`src/rtl/zebu_rst_seq_pkg.sv`:
```
// -----------------------------------------------------------------------------
// zebu_rst_pkg
// Shared definitions for the ZeBu reset sequencer: FSM state encoding,
// default parameter set and a saturating counter helper.
// No ports (package).
// -----------------------------------------------------------------------------
package zebu_rst_pkg;

  typedef enum logic [1:0] {
    ST_PRE     = 2'd0,
    ST_ASSERT  = 2'd1,
    ST_RELEASE = 2'd2,
    ST_RUN     = 2'd3
  } state_t;

  localparam int DEF_NUM_CH        = 2;
  localparam int DEF_PRE_CYCLES    = 5;
  localparam int DEF_ASSERT_CYCLES = 20;
  localparam int DEF_STAGE_GAP     = 4;
  localparam int DEF_WDT_CYCLES    = 1024;
  localparam int DEF_CNT_W         = 16;

  // Increment that sticks at 255 instead of wrapping.
  function automatic logic [7:0] sat_inc(input logic [7:0] value);
    return (value == 8'hFF) ? value : value + 8'd1;
  endfunction

endpackage

```
`src/rtl/zebu_rst_seq_if.sv`:
```
// -----------------------------------------------------------------------------
// zebu_rst_seq_if
// Control/status bundle of the reset sequencer.
//   req        re-sequence request
//   hb         DUT heartbeat, clears the watchdog
//   wdt_en     watchdog enable
//   rst_n_out  per-channel active-low resets (NUM_CH wide)
//   busy       high whenever the sequencer is not in RUN
//   seq_done   one-cycle pulse on release of the last channel
//   wdt_fire   one-cycle pulse on watchdog expiry
//   rst_count  completed sequences, saturating at 255
// master: the side driving requests (testbench / emulation top).
// slave:  the sequencer itself.
// -----------------------------------------------------------------------------
interface zebu_rst_seq_if #(
  parameter int NUM_CH = 2
);

  logic              req;
  logic              hb;
  logic              wdt_en;
  logic [NUM_CH-1:0] rst_n_out;
  logic              busy;
  logic              seq_done;
  logic              wdt_fire;
  logic [7:0]        rst_count;

  modport master (
    output req, hb, wdt_en,
    input  rst_n_out, busy, seq_done, wdt_fire, rst_count
  );

  modport slave (
    input  req, hb, wdt_en,
    output rst_n_out, busy, seq_done, wdt_fire, rst_count
  );

endinterface

```
`src/rtl/zebu_rst_seq_wdt.sv`:
```
// -----------------------------------------------------------------------------
// zebu_wdt
// Heartbeat watchdog counter.
//   clk, resetn  clock and synchronous active-low reset
//   en           count enable (watchdog enabled and sequencer in RUN)
//   hb           heartbeat, clears the count
//   tc           combinational terminal-count pulse, consumed on the same edge
// -----------------------------------------------------------------------------
module zebu_wdt #(
  parameter int CNT_W      = 16,
  parameter int WDT_CYCLES = 1024
) (
  input  logic clk,
  input  logic resetn,
  input  logic en,
  input  logic hb,
  output logic tc
);

  localparam logic [CNT_W-1:0] LAST = CNT_W'(WDT_CYCLES - 1);

  logic [CNT_W-1:0] cnt;

  // A heartbeat on the expiry edge suppresses the pulse.
  assign tc = en && !hb && (cnt == LAST);

  always_ff @(posedge clk) begin
    if (!resetn) begin
      cnt <= '0;
    end else if (!en || hb || tc) begin
      cnt <= '0;
    end else begin
      cnt <= cnt + CNT_W'(1);
    end
  end

endmodule

```
`src/rtl/zebu_rst_seq.sv`:
```
// -----------------------------------------------------------------------------
// zebu_rst_seq
// Multi-channel reset sequencer: hold outputs high, assert all channels,
// then release them in order with a programmable gap. Re-sequences on
// request or on heartbeat watchdog expiry.
//   clk     emulator clock
//   resetn  synchronous active-low reset
//   bus     zebu_rst_seq_if.slave (requests in, channel resets/status out)
// -----------------------------------------------------------------------------
module zebu_rst_seq
  import zebu_rst_pkg::*;
#(
  parameter int NUM_CH        = DEF_NUM_CH,
  parameter int PRE_CYCLES    = DEF_PRE_CYCLES,
  parameter int ASSERT_CYCLES = DEF_ASSERT_CYCLES,
  parameter int STAGE_GAP     = DEF_STAGE_GAP,
  parameter int WDT_CYCLES    = DEF_WDT_CYCLES,
  parameter int CNT_W         = DEF_CNT_W
) (
  input  logic           clk,
  input  logic           resetn,
  zebu_rst_seq_if.slave  bus
);

  localparam int CH_W = (NUM_CH > 1) ? $clog2(NUM_CH) : 1;

  localparam logic [CNT_W-1:0] PRE_LAST    = CNT_W'(PRE_CYCLES - 1);
  localparam logic [CNT_W-1:0] ASSERT_LAST = CNT_W'(ASSERT_CYCLES - 1);
  localparam logic [CNT_W-1:0] GAP_LAST    = CNT_W'(STAGE_GAP - 1);
  // Index of the channel released just before the last one.
  localparam logic [CH_W-1:0]  PENULT_IDX  = CH_W'(NUM_CH - 2);

  state_t            state;
  logic [CNT_W-1:0]  cnt;
  logic [CH_W-1:0]   ch_idx;
  logic [NUM_CH-1:0] rst_n_q;
  logic              busy_q;
  logic              seq_done_q;
  logic              wdt_fire_q;
  logic [7:0]        rst_count_q;
  logic              wdt_tc;

  zebu_wdt #(
    .CNT_W      (CNT_W),
    .WDT_CYCLES (WDT_CYCLES)
  ) u_wdt (
    .clk    (clk),
    .resetn (resetn),
    .en     (bus.wdt_en && (state == ST_RUN)),
    .hb     (bus.hb),
    .tc     (wdt_tc)
  );

  // Sequencer FSM. A request outranks every state transition except in PRE,
  // which also makes it win over a simultaneous watchdog expiry. Channels are
  // released in ascending order, so the next release shifts one more '1' in
  // from the bottom of the output mask.
  always_ff @(posedge clk) begin
    if (!resetn) begin
      state       <= ST_PRE;
      cnt         <= '0;
      ch_idx      <= '0;
      rst_n_q     <= '1;
      busy_q      <= 1'b1;
      seq_done_q  <= 1'b0;
      wdt_fire_q  <= 1'b0;
      rst_count_q <= '0;
    end else begin
      seq_done_q <= 1'b0;
      wdt_fire_q <= 1'b0;
      if (bus.req && (state != ST_PRE)) begin
        state   <= ST_ASSERT;
        cnt     <= '0;
        ch_idx  <= '0;
        rst_n_q <= '0;
        busy_q  <= 1'b1;
      end else begin
        case (state)
          ST_PRE: begin
            if (cnt == PRE_LAST) begin
              state   <= ST_ASSERT;
              cnt     <= '0;
              rst_n_q <= '0;
            end else begin
              cnt <= cnt + CNT_W'(1);
            end
          end
          ST_ASSERT: begin
            if (cnt == ASSERT_LAST) begin
              cnt    <= '0;
              ch_idx <= '0;
              if (NUM_CH == 1) begin
                state       <= ST_RUN;
                rst_n_q     <= '1;
                busy_q      <= 1'b0;
                seq_done_q  <= 1'b1;
                rst_count_q <= sat_inc(rst_count_q);
              end else begin
                state   <= ST_RELEASE;
                rst_n_q <= NUM_CH'(1);
              end
            end else begin
              cnt <= cnt + CNT_W'(1);
            end
          end
          ST_RELEASE: begin
            if (cnt == GAP_LAST) begin
              cnt     <= '0;
              ch_idx  <= ch_idx + CH_W'(1);
              rst_n_q <= NUM_CH'({rst_n_q, 1'b1});
              if (ch_idx == PENULT_IDX) begin
                state       <= ST_RUN;
                busy_q      <= 1'b0;
                seq_done_q  <= 1'b1;
                rst_count_q <= sat_inc(rst_count_q);
              end
            end else begin
              cnt <= cnt + CNT_W'(1);
            end
          end
          ST_RUN: begin
            if (wdt_tc) begin
              state      <= ST_ASSERT;
              cnt        <= '0;
              ch_idx     <= '0;
              rst_n_q    <= '0;
              busy_q     <= 1'b1;
              wdt_fire_q <= 1'b1;
            end
          end
          default: state <= ST_PRE;
        endcase
      end
    end
  end

  assign bus.rst_n_out = rst_n_q;
  assign bus.busy      = busy_q;
  assign bus.seq_done  = seq_done_q;
  assign bus.wdt_fire  = wdt_fire_q;
  assign bus.rst_count = rst_count_q;

endmodule

```
`src/flat_wrapper.sv`:
```
// flat-port wrapper written by rule: the top's interface ports become plain ports
module zebu_rst_seq_flat import zebu_rst_pkg::*;
#(
  parameter int NUM_CH        = DEF_NUM_CH,
  parameter int PRE_CYCLES    = DEF_PRE_CYCLES,
  parameter int ASSERT_CYCLES = DEF_ASSERT_CYCLES,
  parameter int STAGE_GAP     = DEF_STAGE_GAP,
  parameter int WDT_CYCLES    = DEF_WDT_CYCLES,
  parameter int CNT_W         = DEF_CNT_W
)
  (clk, resetn, bus_req, bus_hb, bus_wdt_en, bus_rst_n_out, bus_busy, bus_seq_done, bus_wdt_fire, bus_rst_count);
  zebu_rst_seq_if #(.NUM_CH(NUM_CH)) bus_i ();
  input  logic clk;
  input  logic resetn;
  input wire logic [$bits(bus_i.req)-1:0] bus_req;
  input wire logic [$bits(bus_i.hb)-1:0] bus_hb;
  input wire logic [$bits(bus_i.wdt_en)-1:0] bus_wdt_en;
  output wire logic [$bits(bus_i.rst_n_out)-1:0] bus_rst_n_out;
  output wire logic [$bits(bus_i.busy)-1:0] bus_busy;
  output wire logic [$bits(bus_i.seq_done)-1:0] bus_seq_done;
  output wire logic [$bits(bus_i.wdt_fire)-1:0] bus_wdt_fire;
  output wire logic [$bits(bus_i.rst_count)-1:0] bus_rst_count;
  assign bus_i.req = bus_req;
  assign bus_i.hb = bus_hb;
  assign bus_i.wdt_en = bus_wdt_en;
  assign bus_rst_n_out = bus_i.rst_n_out;
  assign bus_busy = bus_i.busy;
  assign bus_seq_done = bus_i.seq_done;
  assign bus_wdt_fire = bus_i.wdt_fire;
  assign bus_rst_count = bus_i.rst_count;
  zebu_rst_seq #(.NUM_CH(NUM_CH), .PRE_CYCLES(PRE_CYCLES), .ASSERT_CYCLES(ASSERT_CYCLES), .STAGE_GAP(STAGE_GAP), .WDT_CYCLES(WDT_CYCLES), .CNT_W(CNT_W)) u_core (.clk(clk), .resetn(resetn), .bus(bus_i));
endmodule
```
`config.mk`:
```
export PLATFORM = sky130hd
export DESIGN_NAME = zebu_rst_seq_flat
export DESIGN_NICKNAME = d
export VERILOG_FILES = /design/src/rtl/zebu_rst_seq_pkg.sv /design/src/rtl/zebu_rst_seq_if.sv /design/src/rtl/zebu_rst_seq_wdt.sv /design/src/rtl/zebu_rst_seq.sv /design/src/flat_wrapper.sv
export SDC_FILE = /design/constraint.sdc
export NUM_CORES = 1
export LEC_CHECK = 0
export ABC_AREA = 1
export CAP_MARGIN = 20
export CORE_MARGIN = 10
export CORE_UTILIZATION = 50
export DETAILED_ROUTE_END_ITERATION = 16
export PLACE_DENSITY = 0.69
export SLEW_MARGIN = 5
export SYNTH_ARGS = -nofsm -noshare
export SYNTH_HDL_FRONTEND = slang
export SYNTH_SLANG_ARGS = --single-unit
```
`constraint.sdc`:
```
create_clock -name clk -period 4.45 [get_ports clk]
set_clock_uncertainty 0.15 [all_clocks]
set_input_delay 0.445 -clock clk [delete_from_list [all_inputs] [get_ports clk]]
set_output_delay 0.445 -clock clk [all_outputs]
set_load 0.01 [all_outputs]
```
==> impl_metrics.py, run 1 <==
metrics = {
    "final_layout": {
        "synthToLayoutAreaGrowth_pct": 10.87,
        "seq_area_um2": 960.9,
        "num_antenna_cells": 0,
        "drive_gt1_frac": 0.1034,
        "multi_input_area_um2": 1488,
        "nFillCells": 519,
        "fin_nets": 419,
    },
    "power": {
        "ir_drop_mv": 0.1968,
        "power_frac_comb": 0.216,
        "clkPwrFrac": 0.293,
        "total_leakage_power_nw": 1.253,
        "power_switching_uw": 314.0,
        "switching_share": 0.3231,
        "internal_power_uw": 657.9,
        "power_frac_seq": 0.491,
        "p_per_area_nw_per_um2": 322.6,
    },
    "logic_synthesis": {
        "synth_edf_count": 0,
        "synth_cells": 386,
        "async_reset_ff_frac": 0,
        "yosysMostFrequentCell": "nand2_1",
        "netlist-cell-type-count": 30,
        "synth.ff_latch_count": 48,
        "yosys-top-cells-area": "dfxtp_1, nand2_1, nor2_1",
        "synth_flop_cell": "dfxtp_1",
        "synth_commonest_cells": "nand2_1, nor2_1, inv_1, dfxtp_1, nand3_1",
        "syn_area_per_cell_um2": 7.040,
        "syn_nets": 400,
        "synth_top_area_frac": 0.3536,
        "syn_area_um2": 2718,
        "yosysWarnings": 0,
        "yosysTopAreaCell": "dfxtp_1",
        "yosysSeqAreaShare": 0.3536,
    },
    "timing": {
        "finalHoldViolCount": 0,
        "setup_violations": 0,
        "rsz0062_at_grt": "no",
        "drv_slew": 0,
        "setup-tns-final_ps": 0,
        "period_share": 0.4960,
        "worst-slew-pin-transition_ps": 521.8,
        "min_period_ps": 2207,
        "fmaxAchievable_mhz": 453.1,
        "slew_headroom": 0.6489,
        "holdWs_ps": 305.0,
        "finalWorstSetupSlack_ps": 2243,
    },
    "clocking": {
        "tritoncts": "built",
        "cts_setup_buffers": 0,
        "cts_root_buffer": "clkbuf_8",
        "insertion_delay_ps": 310,
        "postCtsResizedCells": 0,
        "cts_buffers": 5,
        "cts_num_sinks": 48,
        "h-tree-depth": 2,
        "path_clk_slew_ps": 100,
        "ctsHoldBuffers": 0,
        "cts_max_path_buffers": 2,
    },
    "global_route": {
        "antenna_found_initial": 0,
        "overflow": 0,
        "grt_pass1_vias": 2189,
        "grt_max_degree": 25,
        "grt_pass1_wl_um": 9446,
        "grtUsageTotal": 0.1295,
    },
    "floorplanning": {
        "ioPinCount": 18,
        "fp-row-count": 26,
        "core_um2": 5205,
        "die_width_um": 93.73,
        "die-area_um2": 8784,
        "start_util": 0.5221,
        "die_h_um": 93.73,
    },
    "critical_path": {
        "crit_fanout": 24,
        "end_kind": "flip-flop",
        "crit_path_max_incr_delay_ps": 420,
        "crit_family": "simple AND/OR/NAND/NOR gates",
        "setup.worst_path.start_class": "flip-flop",
        "path_buf_inv": 1,
        "cp_slowest_cell": "dfxtp_1",
        "cp.arrival_ps": 2260,
        "crit_top_cell": "nor2_1",
        "timing_worst_setup_path_type": "reg -> reg",
        "crit_chain": "ha_1 -> nand2_1 -> nor2_2 -> nand3_2 -> nand2_4 -> inv_1 -> nor2_1 -> xor2_1 -> nor2_1",
        "required_ps": 4500,
    },
    "routing": {
        "first_pass_iters": 4,
        "first_iter_violations": 110,
        "wl_per_cell_um": 11.26,
        "antenna_left": 0,
        "via_per_inst": 4.910,
        "drc_errors": 0,
        "vias": 2337,
        "routed_wl_um": 5359,
    },
    "worst_hold_path": {
        "hp-class": "reg -> reg",
    },
    "run": {
        "max_cap_viol_count": 0,
    },
    "placement": {
        "dpl.hpwl_um": 4065,
        "port-buffer-count": 17,
        "gp_congestion": 0.9100,
        "post-place-ws_ps": 2141,
    },
    "outcome": {
        "status": "complete, no violations",
    },
}
final timing paths:
path / from / end / slack, ps / depth (start not counted)
worst min register to register: u_core.u_wdt.cnt[0] / u_core.u_wdt.cnt[0] / 310 / 1
worst max register to register: u_core.state[0] / u_core.cnt[6] / 2240 / 9
worst max-delay path: u_core.state[0] / u_core.cnt[6] / 2240 / 9
worst min-delay path: u_core.u_wdt.cnt[0] / u_core.u_wdt.cnt[0] / 310 / 1
power by group through the flow:
stage	registers (mW)	clock network (mW)	logic (mW)
global route	0.483	0.314	0.245
floorplan	0.485	0	0.165
global placement	0.488	0	0.209
detailed placement	0.488	0	0.211
finish	0.477	0.285	0.210
CTS	0.478	0.294	0.212
cells by family (layout without fill, tap and decap cells):
family	count (synthesis)	count (layout)	share of synthesized area
flip-flops	48	48	0.3536
AND/OR/NAND/NOR	226	226	0.4107
adder cells (fa/ha/maj)	9	9	0.04144
buffers and inverters	61	81	0.09898
XOR/XNOR	12	12	0.03867
AO/OA/AOI/OAI	30	30	0.05663
layout by cell type (no fill, tap or decap), types with 10 or more instances in the layout:
cell type         n
nor3_1           16
nor2_1           55
dfxtp_1          48
clkdlybuf4s50_1  17
a21oi_1          15
nand2_1          79
inv_1            53
nor2_2           10
xor2_1           11
nand3_1          28
o21ai_0          12
layer usage:
metal | share of wire | global-route usage
met5 | 0 | 0
met4 | 0.0067 | 0.04051
met3 | 0.047 | 0.04157
met2 | 0.46 | 0.2137
met1 | 0.49 | 0.1557
through the flow:
| step | total power, mW | std cells | instance area (um2) | util |
|---|---|---|---|---|
| 6_report | 0.9720 | 476 | 3013 | 0.5788 |
| 3_3_place_gp | 0.6967 | 468 | 2917 | 0.5603 |
| 3_5_place_dp | 0.6988 | 468 | 2917 | 0.5603 |
| 2_1_floorplan | 0.6506 | 386 | 2718 | - |
| 4_1_cts | 0.9840 | 476 | 3013 | 0.5788 |
| 5_1_grt | 1.042 | 476 | 3013 | 0.5788 |
cell type report:
| type | instances | area share |
|---|---|---|
| flip-flops and latches | 48 | 0.3189 |
| multi-input cells | 277 | 0.4938 |
| repair buffers | 17 | 0.05648 |
| clock inverters | 2 | 0.004568 |
| well taps | 70 | 0.02907 |
| clock buffers | 6 | 0.02741 |
| inverters | 56 | 0.06977 |
registers in the layout, summed over array words and instances, names as in the netlist:
| register | cells |
|---|---|
| u_core.state | 2 |
| u_core.bus.busy | 1 |
| u_core.bus.seq_done | 1 |
| u_core.ch_idx | 1 |
| u_core.cnt | 16 |
| u_core.bus.wdt_fire | 1 |
| u_core.bus.rst_count | 8 |
| u_core.bus.rst_n_out | 2 |
| u_core.u_wdt.cnt | 16 |
No activity file was read; power rests on OpenSTA's default activity.
==> run 2: changes to the inputs <==
--- a/config.mk
+++ b/config.mk
@@ -10,7 +10,7 @@
 export CORE_MARGIN = 10
 export CORE_UTILIZATION = 50
 export DETAILED_ROUTE_END_ITERATION = 16
-export PLACE_DENSITY = 0.69
+export PLACE_DENSITY = 0.72
 export SLEW_MARGIN = 5
 export SYNTH_ARGS = -nofsm -noshare
 export SYNTH_HDL_FRONTEND = slang
==> constraint.sdc (replaced) <==
create_clock -name clk -period 1.85 [get_ports clk]
set_clock_uncertainty 0.15 [all_clocks]
set_input_delay 0.185 -clock clk [delete_from_list [all_inputs] [get_ports clk]]
set_output_delay 0.185 -clock clk [all_outputs]
set_load 0.01 [all_outputs]
==> run 2 against run 1 <==
Register-to-register slack got worse by 2100 ps. Sequential cell count did not move. Clock power rose to 2.7 times the previous value. Hold slack better by 6.7 ps. Combinational power rose to 3.1 times the previous value. Via count rose by 6.7%. Die area unchanged. First-iteration DRC count fell by 18%. Clock-buffer cell count shrank 1. Total power grew to 2.6 times the previous value. Wire length rose by 7.2%. Critical path depth is 1 lower. Critical endpoint is now u_core.u_wdt.cnt[12]. Largest cell class unchanged. Largest power group unchanged.
==> impl_metrics.py, run 2 (synthesis results as in run 1) <==
metrics = {
    "outcome": {
        "status": "complete, no violations",
    },
    "critical_path": {
        "timing_worst_setup_path_type": "reg -> reg",
        "crit_fanout": 3,
        "worst_r2r_path_depth": 8,
        "cp.arrival_ps": 1810,
        "setup.worst_path.start_class": "flip-flop",
        "required_ps": 1910,
        "end_kind": "flip-flop",
    },
    "global_route": {
        "overflow": 0,
        "grt_max_degree": 17,
        "grtUsageTotal": 0.1301,
        "grt_pass1_wl_um": 9770,
        "grt_pass1_vias": 2370,
        "antenna_found_initial": 0,
    },
    "power": {
        "p_per_area_nw_per_um2": 768.6,
        "ir_drop_mv": 0.5815,
        "total_leakage_power_nw": 1.378,
    },
    "routing": {
        "vias": 2493,
        "via_per_inst": 4.986,
        "first_pass_iters": 6,
        "first_iter_violations": 90,
        "antenna_left": 0,
        "wl_per_cell_um": 11.49,
        "drc_errors": 0,
        "routed_wl_um": 5747,
    },
    "clocking": {
        "h-tree-depth": 2,
        "cts_buffers": 5,
        "tritoncts": "built",
        "cts_max_path_buffers": 2,
        "cts_root_buffer": "clkbuf_8",
        "ctsHoldBuffers": 0,
        "insertion_delay_ps": 300,
        "cts_num_sinks": 48,
        "path_clk_slew_ps": 90,
    },
    "floorplanning": {
        "die-area_um2": 8784,
        "ioPinCount": 18,
        "die_h_um": 93.73,
        "core_um2": 5205,
        "fp-row-count": 26,
        "start_util": 0.5221,
        "die_width_um": 93.73,
    },
    "timing": {
        "setup_violations": 0,
        "worst-slew-pin-transition_ps": 481.0,
        "drv_slew": 0,
        "slew_headroom": 0.6764,
        "min_period_ps": 1749,
        "finalHoldViolCount": 0,
        "finalWorstSetupSlack_ps": 101.1,
        "period_share": 0.9454,
        "fmaxAchievable_mhz": 571.8,
    },
    "final_layout": {
        "final_cell_mix": "nand2_1, nor2_1, inv_1",
        "synthToLayoutAreaGrowth_pct": 22.97,
        "final_common_cell": "nand2_1",
        "fin_nets": 443,
        "num_antenna_cells": 0,
        "finalNonFillerCells": 500,
        "drive_gt1_frac": 0.2070,
    },
    "placement": {
        "gp_congestion": 0.8493,
        "port-buffer-count": 17,
        "dpl.hpwl_um": 4284,
        "place_inst": 487,
        "post-place-ws_ps": 24.32,
    },
    "worst_hold_path": {
        "hold_path_depth": 1,
        "hp-class": "reg -> reg",
    },
    "run": {
        "max_cap_viol_count": 0,
    },
}
## run 2: path summary, 6_finish.rpt
path	slack, ps	from	to
hold / removal	310	u_core.u_wdt.cnt[0]	u_core.u_wdt.cnt[0]
setup reg to reg	100	u_core.u_wdt.cnt[0]	u_core.u_wdt.cnt[12]
setup / recovery	100	u_core.u_wdt.cnt[0]	u_core.u_wdt.cnt[12]
hold reg to reg	310	u_core.u_wdt.cnt[0]	u_core.u_wdt.cnt[0]
## run 2: cell type report
| cell class | instances | area, um2 |
|---|---|---|
| fillers | 447 | 1863 |
| multi-input cells | 278 | 1603 |
| flip-flops and latches | 48 | 967.2 |
| repair buffers | 40 | 359.1 |
| inverters | 56 | 210.2 |
| well taps | 70 | 87.58 |
| clock buffers | 5 | 68.82 |
| clock inverters | 3 | 46.29 |
## run 2: report_power, final
part	internal, mW	switching (mW)
Sequential	1.10	0.0581
Combinational	0.248	0.399
Clock	0.407	0.362
Total	1.75	0.818
## run 2: metal layers
metal / GRT usage / wire length (um) / part of all wire / vias up
met1: 0.1568 / 2701 / 0.47 / 1133
met2: 0.2235 / 2825 / 0.49 / 35
met5: 0 / 0 / 0 / -
li1: - / - / - / 1317
met3: 0.02718 / 149 / 0.026 / 8
met4: 0.04304 / 71 / 0.012 / 0
## run 2: metrics by stage
step	power, mW	hold slack, ps	TNS (ps)	cell area, um2	utilization
after floorplan	1.565	119.7	0	2718	-
after global placement	1.711	278.9	0	3072	0.5901
after detailed placement	1.730	288.0	0	3072	0.5901
after CTS	2.497	303.7	0	3187	0.6123
after global routing	2.723	343.1	-7.761	3342	0.6421
final	2.568	311.7	0	3342	0.6421
## run 2: repair_timing
| action | CTS | global route |
|---|---|---|
| gates resized for setup | 0 | 32 |
| setup endpoints to repair | 0 | 43 |
| setup buffers | 0 | 4 |
## run 2: critical path, cell delays in order, from the launching register on
cell     delay, ps
dfxtp_2        370
ha_4           140
nand2_2         60
nor2_1          90
nand4_1        150
nor4_1         410
nand3_1        130
nand3_1        110
inv_1           50
==> run 3: changes to the inputs <==
--- a/config.mk
+++ b/config.mk
@@ -6,7 +6,6 @@
 export NUM_CORES = 1
 export LEC_CHECK = 0
 export ABC_AREA = 1
-export CAP_MARGIN = 20
 export CORE_MARGIN = 10
 export CORE_UTILIZATION = 50
 export DETAILED_ROUTE_END_ITERATION = 16
@@ -15,3 +14,4 @@
 export SYNTH_ARGS = -nofsm -noshare
 export SYNTH_HDL_FRONTEND = slang
 export SYNTH_SLANG_ARGS = --single-unit
+export TNS_END_PERCENT = 1
==> run 3 against run 2 <==
Core utilization is 0.63 points lower. Combinational power is 6.7% lower. Sequential share of layout area is 0.28 points higher. Largest power group unchanged. Cell count is 0.20% lower. First-iteration DRC count is 16% higher. Sequential power hardly changed. Maximum frequency hardly changed. Non-clock buffer count stayed put. Largest cell class unchanged. Critical path type unchanged.
==> impl_metrics.py, run 3 (synthesis results as in run 1) <==
metrics = {
    "floorplanning": {
        "core_um2": 5205,
        "start_util": 0.5221,
        "die_width_um": 93.73,
        "ioPinCount": 18,
        "fp-row-count": 26,
        "die-area_um2": 8784,
        "die_h_um": 93.73,
    },
    "placement": {
        "gp_congestion": 0.8493,
        "port-buffer-count": 17,
        "dpl.hpwl_um": 4284,
        "post_dp_cell_area_um2": 3072,
    },
    "final_layout": {
        "final_common_cell": "nand2_1",
        "drive_gt1_frac": 0.2005,
        "num_antenna_cells": 0,
        "fin_area_um2": 3309,
        "final_cell_mix": "nand2_1, nor2_1, inv_1",
        "fin_nets": 442,
        "synthToLayoutAreaGrowth_pct": 21.78,
    },
    "timing": {
        "slew_headroom": 0.6766,
        "finalHoldViolCount": 0,
        "drv_slew": 0,
        "setup-tns-final_ps": 0,
        "period_share": 0.9448,
        "setup_violations": 0,
        "min_period_ps": 1748,
        "worst-slew-pin-transition_ps": 480.7,
        "fmaxAchievable_mhz": 572.1,
    },
    "critical_path": {
        "path_buf_inv": 1,
        "crit_path_max_incr_delay_ps": 410,
        "r2r_slack_ps": 100,
        "timing_worst_setup_path_type": "reg -> reg",
        "worst_r2r_path_depth": 8,
        "crit_fanout": 3,
        "end_kind": "flip-flop",
        "r2r_start": "u_core.u_wdt.cnt[0]",
        "required_ps": 1910,
        "crit_family": "simple AND/OR/NAND/NOR gates",
        "cp.arrival_ps": 1800,
        "crit_top_cell": "nand3_1",
        "setup.worst_path.start_class": "flip-flop",
        "crit_chain": "ha_4 -> nand2_2 -> nor2_1 -> nand4_1 -> nor4_1 -> nand3_1 -> nand3_1 -> inv_1",
        "cp_slowest_cell": "nor4_1",
        "worstReg2RegEnd": "u_core.u_wdt.cnt[12]",
    },
    "routing": {
        "wl_per_cell_um": 11.20,
        "routed_wl_um": 5588,
        "first_iter_violations": 104,
        "antenna_left": 0,
        "first_pass_iters": 6,
        "via_per_inst": 4.968,
        "vias": 2479,
        "drc_errors": 0,
    },
    "power": {
        "p_per_area_nw_per_um2": 762.8,
        "ir_drop_mv": 0.5805,
        "total_leakage_power_nw": 1.370,
    },
    "clocking": {
        "cts_max_path_buffers": 2,
        "cts_root_buffer": "clkbuf_8",
        "cts_buffers": 5,
        "cts_num_sinks": 48,
        "tritoncts": "built",
        "path_clk_slew_ps": 90,
        "h-tree-depth": 2,
        "insertion_delay_ps": 300,
    },
    "global_route": {
        "grt_pass1_vias": 2370,
        "antenna_found_initial": 0,
        "overflow": 0,
        "grt_pass1_wl_um": 9770,
        "grt_max_degree": 17,
        "grtUsageTotal": 0.1301,
    },
    "outcome": {
        "status": "complete, no violations",
    },
    "worst_hold_path": {
        "min_from": "u_core.u_wdt.cnt[0]",
        "hold_path_depth": 1,
        "hp-class": "reg -> reg",
        "worstHoldEndpoint": "u_core.u_wdt.cnt[0]",
    },
    "run": {
        "max_cap_viol_count": 0,
    },
}
[run 3: cell types whose count changed in the layout (fill, tap and decap cells not counted)]
cell and delta:
nand2_2 +1, nor3_2 -1, nor3_1 +1, buf_4 +1
xor2_2 -1, nand2_4 -2, buf_6 -1, xor2_1 +1
[run 3: power breakdown]
| group | internal (mW) | switching [mW] | leakage [nW] |
|---|---|---|---|
| Combinational | 0.236 | 0.368 | 0.925 |
| Sequential | 1.10 | 0.0577 | 0.390 |
| Clock | 0.407 | 0.361 | 0.0548 |
| Total | 1.74 | 0.786 | 1.37 |
[run 3: cell type report]
class                           instances  area (um2)
Clock inverter                          3       46.29
Tap cell                               70       87.58
Multi-Input combinational cell        277        1574
Clock buffer                            5       68.82
Timing Repair Buffer                   40       355.3
Fill cell                             450        1896
Inverter                               56       210.2
Sequential cell                        48       967.2
[run 3: repair_timing]
action | CTS | global route
setup buffers | 0 | 4
resized for setup | 0 | 28
setup endpoints to repair | 0 | 43
hold buffers | 0 | 0
[run 3: through the flow]
| stage | std cells | worst slack (ps) | total power, mW | utilization | hold WS (ps) |
|---|---|---|---|---|---|
| floorplan | 386 | 131.8 | 1.565 | - | 119.7 |
| global placement | 487 | 25.34 | 1.711 | 0.5901 | 278.9 |
| detailed placement | 487 | 24.32 | 1.730 | 0.5901 | 288.0 |
| CTS | 495 | 10.57 | 2.497 | 0.6123 | 303.7 |
| global route | 499 | -7.761 | 2.682 | 0.6358 | 343.1 |
| finish | 499 | 102.0 | 2.524 | 0.6358 | 311.6 |
[run 3: worst max-delay path by stage]
stage	startpoint	endpoint	slack (ps)	depth (start not counted)
3_3_place_gp	u_core.u_wdt.cnt[0]	u_core.u_wdt.cnt[10]	30	8
4_1_cts	u_core.u_wdt.cnt[0]	u_core.cnt[9]	10	11
3_5_place_dp	bus_wdt_en	u_core.cnt[9]	20	9
6_report	u_core.u_wdt.cnt[0]	u_core.u_wdt.cnt[12]	100	8
5_1_grt	u_core.u_wdt.cnt[0]	u_core.u_wdt.cnt[12]	-8	8
2_1_floorplan	u_core.state[0]	u_core.cnt[9]	130	9
[run 3: routing by layer]
layer  up-vias  part of all wire  track usage
met3         8             0.039      0.02718
met4         0             0.013      0.04304
met1      1115              0.46       0.1568
met5         -                 0            0
li1       1313                 -            -
met2        43              0.49       0.2235
[run 3: worst reg2reg max path: stages, from the launching register on]
cell and delay (ps):
dfxtp_2 370, ha_4 140, nand2_2 60, nor2_1 90, nand4_1 150, nor4_1 410
nand3_1 130, nand3_1 110, inv_1 50
